$ cat config.mk
export PLATFORM = sky130hd
export DESIGN_NAME = aes_dec_key_sched_flat
export DESIGN_NICKNAME = d
export VERILOG_FILES = /design/src/rtl/aes_dec_pkg.sv /design/src/rtl/aes_dec_key_sched_if.sv /design/src/rtl/aes_sbox.sv /design/src/rtl/aes_dec_key_sched.sv /design/src/flat_wrapper.sv
export SDC_FILE = /design/constraint.sdc
export NUM_CORES = 2
export LEC_CHECK = 0
export CORE_ASPECT_RATIO = 0.5
export CORE_MARGIN = 4
export CORE_UTILIZATION = 55
export DETAILED_ROUTE_END_ITERATION = 12
export PLACE_DENSITY = 0.72
export SETUP_SLACK_MARGIN = 0.2
export SYNTH_ARGS = -nofsm -noshare
export SYNTH_HDL_FRONTEND = slang
export SYNTH_SLANG_ARGS = --single-unit
$ cat constraint.sdc
create_clock -name clk -period 53.3 [get_ports clk]
set_input_delay 13.325 -clock clk [delete_from_list [all_inputs] [get_ports clk]]
set_output_delay 13.325 -clock clk [all_outputs]
set_load 0.02 [all_outputs]
$ cat src/rtl/aes_dec_pkg.sv
// Shared AES-128 constants, types and GF(2^8) helper for the decryption key schedule.
package aes_dec_pkg;

    localparam int AES_NR = 10;
    localparam int AES_NK = 4;

    // Rcon for rounds 1..10; only the top byte of each Rcon word is ever nonzero
    localparam logic [10:1][7:0] RCON = {
        8'h36, 8'h1b, 8'h80, 8'h40, 8'h20, 8'h10, 8'h08, 8'h04, 8'h02, 8'h01
    };

    typedef logic [32*AES_NK-1:0] round_key_t;

    typedef enum logic [1:0] {
        IDLE,
        EXPAND,
        READY
    } state_t;

    function automatic logic [7:0] gf_mul(input logic [7:0] a, input logic [7:0] b);
        logic [7:0] p;
        logic [7:0] aa;
        p  = 8'h00;
        aa = a;
        for (int i = 0; i < 8; i++) begin
            if (b[i]) p = p ^ aa;
            aa = {aa[6:0], 1'b0} ^ (aa[7] ? 8'h1b : 8'h00);
        end
        return p;
    endfunction

endpackage

$ cat src/rtl/aes_dec_key_sched_if.sv
// Cipher-key valid/ready bus between a key source and aes_dec_key_sched.
interface aes_dec_key_sched_if;
    import aes_dec_pkg::*;

    logic       key_valid;
    logic       key_ready;
    round_key_t key_in;

    modport master (output key_valid, output key_in, input key_ready);
    modport slave  (input key_valid, input key_in, output key_ready);

endinterface

$ cat src/rtl/aes_sbox.sv
// Combinational AES forward S-box: multiplicative inverse in GF(2^8) then the affine map.
module aes_sbox
    import aes_dec_pkg::*;
(
    input  logic [7:0] byte_val,
    output logic [7:0] sub_val
);

    logic [7:0] sq;
    logic [7:0] inv;

    // x^254 equals x^-1 for nonzero x and maps 0 to 0, which is what the S-box needs
    always_comb begin
        sq  = byte_val;
        inv = 8'h01;
        for (int i = 1; i < 8; i++) begin
            sq  = gf_mul(sq, sq);
            inv = gf_mul(inv, sq);
        end
        sub_val = inv ^ {inv[6:0], inv[7]} ^ {inv[5:0], inv[7:6]}
                      ^ {inv[4:0], inv[7:5]} ^ {inv[3:0], inv[7:4]} ^ 8'h63;
    end

endmodule

$ cat src/rtl/aes_dec_key_sched.sv
// Iterative AES-128 key expansion into an 11-slot store, served in inverse-cipher order.
// Define AES_KEY_ZEROIZE_EN to clear the store on reset and on every new key.
module aes_dec_key_sched
    import aes_dec_pkg::*;
(
    input  logic                      clk,
    input  logic                      rst,
    aes_dec_key_sched_if.slave        key_bus,
    input  logic [3:0]                rd_round,
    output round_key_t                rd_key,
    output logic                      keys_valid,
    output logic                      done
);

    state_t     state;
    logic [3:0] cnt;
    logic       key_ready_q;
    round_key_t slots [0:AES_NR];

    logic       accept;
    logic [3:0] prev_idx;
    logic [3:0] rd_idx;
    round_key_t prev_key;
    round_key_t next_key;
    logic [31:0] rot_word;
    logic [31:0] sub_word;
    logic [31:0] w0, w1, w2, w3;

    assign key_bus.key_ready = key_ready_q;
    assign accept   = key_bus.key_valid && key_ready_q;
    assign prev_idx = cnt - 4'd1;
    assign rd_idx   = 4'(AES_NR) - rd_round;
    assign prev_key = slots[prev_idx];
    assign rot_word = {prev_key[23:0], prev_key[31:24]};

    for (genvar b = 0; b < 4; b++) begin : g_subword
        aes_sbox u_sbox (
            .byte_val (rot_word[8*b +: 8]),
            .sub_val  (sub_word[8*b +: 8])
        );
    end

    assign w0 = prev_key[127:96] ^ sub_word ^ {RCON[cnt], 24'h0};
    assign w1 = prev_key[95:64] ^ w0;
    assign w2 = prev_key[63:32] ^ w1;
    assign w3 = prev_key[31:0]  ^ w2;
    assign next_key = {w0, w1, w2, w3};

    always_ff @(posedge clk) begin
        if (rst) begin
            state       <= IDLE;
            cnt         <= 4'd0;
            key_ready_q <= 1'b1;
            keys_valid  <= 1'b0;
            done        <= 1'b0;
            rd_key      <= '0;
        end else begin
            done   <= 1'b0;
            rd_key <= (keys_valid && rd_round <= 4'd10) ? slots[rd_idx] : '0;
            case (state)
                IDLE, READY: begin
                    if (accept) begin
                        cnt         <= 4'd1;
                        state       <= EXPAND;
                        keys_valid  <= 1'b0;
                        key_ready_q <= 1'b0;
                    end
                end
                EXPAND: begin
                    cnt <= cnt + 4'd1;
                    if (cnt == 4'(AES_NR)) begin
                        cnt         <= 4'd0;
                        state       <= READY;
                        keys_valid  <= 1'b1;
                        done        <= 1'b1;
                        key_ready_q <= 1'b1;
                    end
                end
                default: state <= IDLE;
            endcase
        end
    end

    // Without zeroization the store is never cleared; keys_valid gating hides stale slots
    always_ff @(posedge clk) begin
`ifdef AES_KEY_ZEROIZE_EN
        if (rst) begin
            for (int i = 0; i <= AES_NR; i++) slots[i] <= '0;
        end else
`endif
        if (!rst) begin
            if (accept) begin
                slots[0] <= key_bus.key_in;
`ifdef AES_KEY_ZEROIZE_EN
                for (int i = 1; i <= AES_NR; i++) slots[i] <= '0;
`endif
            end else if (state == EXPAND) begin
                slots[cnt] <= next_key;
            end
        end
    end

endmodule

$ cat src/flat_wrapper.sv
// flat-port wrapper written by rule: the top's interface ports become plain ports
module aes_dec_key_sched_flat import aes_dec_pkg::*;
  (clk, rst, rd_round, rd_key, keys_valid, done, key_bus_key_valid, key_bus_key_in, key_bus_key_ready);
  aes_dec_key_sched_if key_bus_i ();
  input  logic clk;
  input  logic rst;
  input  logic [3:0] rd_round;
  output round_key_t rd_key;
  output logic keys_valid;
  output logic done;
  input wire logic [$bits(key_bus_i.key_valid)-1:0] key_bus_key_valid;
  input wire logic [$bits(key_bus_i.key_in)-1:0] key_bus_key_in;
  output wire logic [$bits(key_bus_i.key_ready)-1:0] key_bus_key_ready;
  assign key_bus_i.key_valid = key_bus_key_valid;
  assign key_bus_i.key_in = key_bus_key_in;
  assign key_bus_key_ready = key_bus_i.key_ready;
  aes_dec_key_sched u_core (.clk(clk), .rst(rst), .key_bus(key_bus_i), .rd_round(rd_round), .rd_key(rd_key), .keys_valid(keys_valid), .done(done));
endmodule
# Word-level counts from Yosys, hierarchy flattened

Memory sizes are Yosys's and may differ from the RTL's. A register that Yosys moved wholly into a read port is not among the register bits.
Cells that the tools add are included.
Widths: inputs -> output; s select.

Bits in registers: 9
Latch bits: 0
RAM bits: 1408
Memory bits (read-only): 128
Input bits: 135
Output and inout port bits: 131
Logic and storage cells: 1646
Memories kept: 2

Add/subtract/negate cells: 3
$mul: 0
Div/mod/pow operators: 0
Order comparisons: 2
Equality and inequality tests: 5
Shifts and indexed selects: 0
Multiplexer cells: 835
Bitwise gates (word level): 783
Reduce and logical (&&, ||, !) cells: 11

Memory list:

| memory           | words | width | rd ports | clocked after Yosys merged registers in | wr ports | RTL line                | RTL |
|---|---|---|---|---|---|---|---|
| u_core.slots     | 11    | 128   | 2        | 1                                       | 1        | aes_dec_key_sched.sv:18 | `round_key_t slots [0:AES_NR];` |
| (name not given) | 16    | 8     | 1        | 1                                       | 0        | aes_dec_key_sched.sv:43 | `assign w0 = prev_key[127:96] ^ sub_word ^ {RCON[cnt], 24'h0};` |

Operators with widths:

| cell                | number |
|---|---|
| $mux 8              | 421 |
| $xor 8x8->8         | 380 |
| $xor 8x5->8         | 364 |
| $mux 5              | 368 |
| $xor 32x32->32      | 5 |
| $mux 128            | 1 |
| $reduce_or 128->1   | 1 |
| $mux 4              | 9 |
| $mux 7              | 4 |
| $not 1->1 const A   | 28 |
| $mux 6              | 4 |
| $not 4->4           | 4 |
| $mux 1              | 15 |
| $mux 2              | 6 |
| $mux 3              | 4 |
| $pmux 4 s2          | 1 |
| $reduce_or 2->1     | 3 |
| $lt 4x5->1 const B  | 1 |
| $add 4x1->4 const B | 1 |
| $eq 4x4->1 const B  | 1 |
| $le 4x4->1 const B  | 1 |
| $ne 2x1->1 const B  | 2 |
| $pmux 2 s2          | 1 |
| $reduce_and 2->1    | 2 |
| other kinds (10)    | 12 |

# Depth between registers and ports, before layout

An unclocked memory read counts as a cell.

Word-level depth: 140
Mapped depth: 82
Mapped depth without buffers: 65

# Cells and area by module

A second synthesis with hierarchy kept.

Cells, all modules: 12217
Area, all modules: 132171.8 um^2

By module, submodules not included:

| module            | instances | cells each | area each (um^2) | sequential area each (um^2) |
|---|---|---|---|---|
| aes_dec_key_sched | 1         | 4449       | 71288.4          | 45183.3 |
| aes_sbox          | 4         | 1942       | 15220.8          | 0.0 |

# Worst setup path after synthesis

OpenSTA, ideal clock, no wires.

Path type: input to register
Start: in rst
End: mem u_core.slots[6][0] (netlist name), enable pin
Setup time: 929 ps
Data arrival time: 26562 ps
Data required time: 52371 ps
Path slack: 25809 ps
Cell stages on the path: 7
Buffers on the path: 5
Path through: clkbuf_1 or2_2 clkbuf_1 buf_2 clkbuf_1 clkbuf_1 nor4_1

Word-level cells in the longest chain between the ends: 4
Elaborated cells between the ends (all ways): 7
Classes of those cells: 6 x mux; 1 x reduce/logical

RTL lines:

| item                                                     | RTL line                | RTL |
|---|---|---|
| from (decl)                                              | flat_wrapper.sv:6       | `input logic rst;` |
| $mux 1                                                   | aes_dec_key_sched.sv:91 | `if (!rst) begin` |
| $mux 1 (implied by the code)                             | aes_dec_key_sched.sv:98 | `slots[cnt] <= next_key;` |
| $reduce_or 128->1 (no source line)                       | -                       |  |
| $mux 4 (no source line) / $mux 1 (equally long branches) | -                       |  |
| to (decl)                                                | aes_dec_key_sched.sv:18 |  |

Several ways; a longest one is shown, not always the timed one.

# Worst setup path in the final report

Start: reg u_core.cnt[0]
End: mem u_core.slots[1][51] (netlist name), data pin

Word-level cells in the longest chain between the ends: 135
Elaborated cells between the ends (all ways): 396
Classes of those cells: 1 x add/sub; 204 x mux; 190 x bitwise; 1 x memory

RTL lines:

| item                                              | RTL line                             | RTL |
|---|---|---|
| from (decl)                                       | aes_dec_key_sched.sv:16              | `logic [3:0] cnt;` |
| from (signal assigned)                            | aes_dec_key_sched.sv:70              | `cnt <= cnt + 4'd1;` |
| $sub 4x1->4 *                                     | aes_dec_key_sched.sv:31              | `assign prev_idx = cnt - 4'd1;` |
| $mem_v2 11x128 *                                  | -                                    |  |
| $mux 5 (tied with other cells)                    | aes_dec_pkg.sv:27                    | `aa = {aa[6:0], 1'b0} ^ (aa[7] ? 8'h1b : 8'h00);` |
| $xor 8x5->8 / $xor 8x8->8 (equally long branches) | aes_dec_pkg.sv:27, aes_dec_pkg.sv:26 |  |
| $xor 8x8->8 / $mux 8 (equally long branches)      | aes_dec_pkg.sv:26                    | `if (b[i]) p = p ^ aa;` |
| $mux 8 / $xor 8x8->8 (equally long branches)      | aes_dec_pkg.sv:26                    |  |
| $xor 8x8->8 / $mux 8 (equally long branches)      | aes_dec_pkg.sv:26                    |  |
| $mux 8 / $xor 8x8->8 (equally long branches)      | aes_dec_pkg.sv:26                    |  |
| [... 116 more ...]                                | -                                    |  |
| $xor 8x8->8                                       | aes_dec_pkg.sv:26                    |  |
| $mux 8                                            | aes_dec_pkg.sv:26                    |  |
| $xor 8x8->8 (2 in a row)                          | aes_sbox.sv:20                       | `sub_val = inv ^ {inv[6:0], inv[7]} ^ {inv[5:0], inv[7:6]}` |
| $xor 8x8->8 (2 in a row)                          | aes_sbox.sv:21                       | `^ {inv[4:0], inv[7:5]} ^ {inv[3:0], inv[7:4]} ^ 8'h63;` |
| $xor 32x32->32 (2 in a row)                       | aes_dec_key_sched.sv:43              |  |
| $xor 32x32->32                                    | aes_dec_key_sched.sv:44              | `assign w1 = prev_key[95:64] ^ w0;` |
| $xor 32x32->32 *                                  | aes_dec_key_sched.sv:45              | `assign w2 = prev_key[63:32] ^ w1;` |
| $mux 128 (no source line) *                       | -                                    |  |

Every way passes the cells marked *; elsewhere a longest branch is shown, timed or not.

==> reports/metrics.cfg <==
[run_status]
status = finished clean

[clocking]
cts_buffers = 156
cts.sinks = 1553
htreeDepth = 4
worstSkewPairLatency_ns = 0.80
clk_pin_slew_ns = 0.07
ctsHoldBuffers = 0
ctsResizeCount = 0
clock_path_buffers = 3
tritoncts = yes
cts_post_setup_buffers_inserted = 0
cts_root_buffer = clkbuf_16

[synth]
yosysTopAreaCellShare_pct = 33.7
synthFlopType = edfxtp_1
syn_inst = 11900
synth-seq-cells = 1553
synth_area_leaders = edfxtp_1 (34%), xnor2_1 (12%), mux4_2 (9.0%)
yosys_warnings = 0
ys_seq_area_share_pct = 36.1
synth_nets = 12100
yosysTopAreaCell = edfxtp_1
synth_common_cells = xnor2_1 (1685), nor2_1 (1485), edfxtp_1 (1408), nand2_1 (1188), mux2i_1 (620)
synthArstFlopShare_pct = 0
syn_avg_cell_area_um2 = 10.5
netlist_area_mm2 = 0.125
synth_most_common_cell = xnor2_1
ys_types = 127
synth_enable_flop_cells = 1408

[floorplan]
ioPinCount = 266
die_w_um = 683
start_util_pct = 55.5
core_area_mm2 = 0.226
rows = 123
die_area_mm2 = 0.236
die_h_um = 346

[critical_path]
end_kind = register
startpoint_type = register
crit_arrival_ns = 25.23
cp_slowest_cell = xnor2_1
critPathBufInv = 7
slowest_delay_ns = 0.98
critical_path.top_delay_family = XOR/XNOR gates
crit_type = register to register
cp_max_fo = 71
cp_data_required_time_ns = 53.75
path_common_cell = xnor2_1

[cells_and_area]
fillerInstances = 17900
layout-drive-gt1-share_pct = 12.2
fin_cells = 15000
seqCellArea_mm2 = 0.0452
multi_input_area_mm2 = 0.0766
nNetsFinal = 12000
syn_to_final_growth_pct = 8.86

[placed_design]
finalWeightedCongestion = 0.900
dp_hpwl_mm = 251
dpl.cell_count = 14700
portBuffers = 265

[min_path]
hold_path_class = register to register

[detailed_routing]
drc = 0
dr.first_iter.drc_count = 12100
ant_nets = 0
detail_route.vias_per_cell = 6.51
wire_per_inst_um = 25.5
vias = 97600
routed_wl_mm = 382
first_pass_iters = 8

[global_routing]
grt_usage_pct = 31.4
grt_pass1_vias = 92800
grt_pass1_wl_mm = 578
grt-ovfl-total = 0
grt_max_degree = 155
antenna_found_initial = 8

[timing]
timing.final.crit_share_pct = 46.5
hold_viol_final = 0
report.final.slew_viol_count = 0
slew-limit-headroom_pct = 12.2
period_needed_ns = 24.78
finalSetupTns_ns = 0
worstMarginPinSlew_ns = 1.31
grt_setup_unrepaired = false
timing.fmax_mhz = 40.4
setup_viol = 0
skew_ns = 0.0332

[flow_run]
drv_cap = 0

-- tightest hold or removal path: stages, from the launching register on --
cell and delay (ns):
dfxtp_1 0.34, a31oi_1 0.08, nor2_1 0.08
-- through the flow --
| stage | setup slack, ns | instance area (um^2) | hold slack, ns | utilization (%) |
|---|---|---|---|---|
| after detailed placement | 28.95 | 131000 | 0.515 | 58.2 |
| after global placement | 29.39 | 131000 | 0.506 | 58.2 |
| after CTS | 28.87 | 136000 | 0.530 | 60.4 |
| after global routing | 26.83 | 136000 | 0.606 | 60.4 |
| after floorplan | 25.81 | 125000 | 0.485 | - |
| final | 28.52 | 136000 | 0.534 | 60.4 |
-- path summary, 6_finish.rpt --
| check | slack, ns | depth (start not counted) | from | end |
|---|---|---|---|---|
| worst max-delay path | 28.52 | 61 | u_core.cnt[0] | u_core.slots[1][51] |
| worst min-delay path | 0.53 | 2 | u_core.state[1] | u_core.state[1] |
| worst max register to register | 28.52 | 61 | u_core.cnt[0] | u_core.slots[1][51] |
| worst min register to register | 0.53 | 2 | u_core.state[1] | u_core.state[1] |
-- cell usage in the layout, fill, tap and decap left out, types with 62 or more instances in the layout --
master	instances
a211oi_1	355
a21oi_1	525
a31oi_1	161
buf_4	343
clkbuf_16	162
clkdlybuf4s50_1	264
dfxtp_1	144
edfxtp_1	1408
inv_1	79
mux2_2	62
mux2i_1	620
mux4_2	500
nand2_1	1187
nand3_1	166
nor2_1	1482
nor3_1	182
o211ai_1	67
o21ai_0	351
o22ai_1	103
xnor2_1	1659
xnor2_2	121
xnor3_1	265
xor2_1	522
-- registers in the layout (all words and copies together), names as in the netlist, named ones only --
| name | count |
|---|---|
| u_core.slots | 1408 |
| u_core.key_bus.key_ready | 1 |
| u_core.state | 2 |
| u_core.keys_valid | 1 |
| u_core.cnt | 4 |
| u_core.done | 1 |
| u_core.rd_key | 128 |
-- metal layers --
metal	up-vias	GRT usage (%)	share of wire (%)
met5	-	0	0.014
li1	43200	-	-
met3	983	5.52	9.9
met4	8	16.4	5.9
met2	5560	49.1	46
met1	47900	42.1	39
-- cell families (layout without fill, tap and decap cells) --
kind of cell	after synthesis	in the layout	synth area share (%)
buffers and inverters	927	1005	3.18
AO/OA/AOI/OAI	2134	2134	11.2
multiplexers	1197	1197	14.7
other	0	6	0
flip-flops	1553	1553	36.1
adder cells (fa/ha/maj)	29	29	0.282
AND/OR/NAND/NOR	3399	3399	11.4
XOR/XNOR	2673	2673	23.2
-- layout make-up --
cell class,instances,share of cell area [%]
diodes,6,0.0110
clock buffers,227,3.30
clock inverters,62,0.429
inverters,96,0.264
multi-input cells,9432,56.1
flip-flops and latches,1553,33.1
well taps,3000,2.75
repair buffers,620,4.00
Power is not shown: default switching activity piles up to over one toggle a cycle in this logic, so the estimate is an artifact.
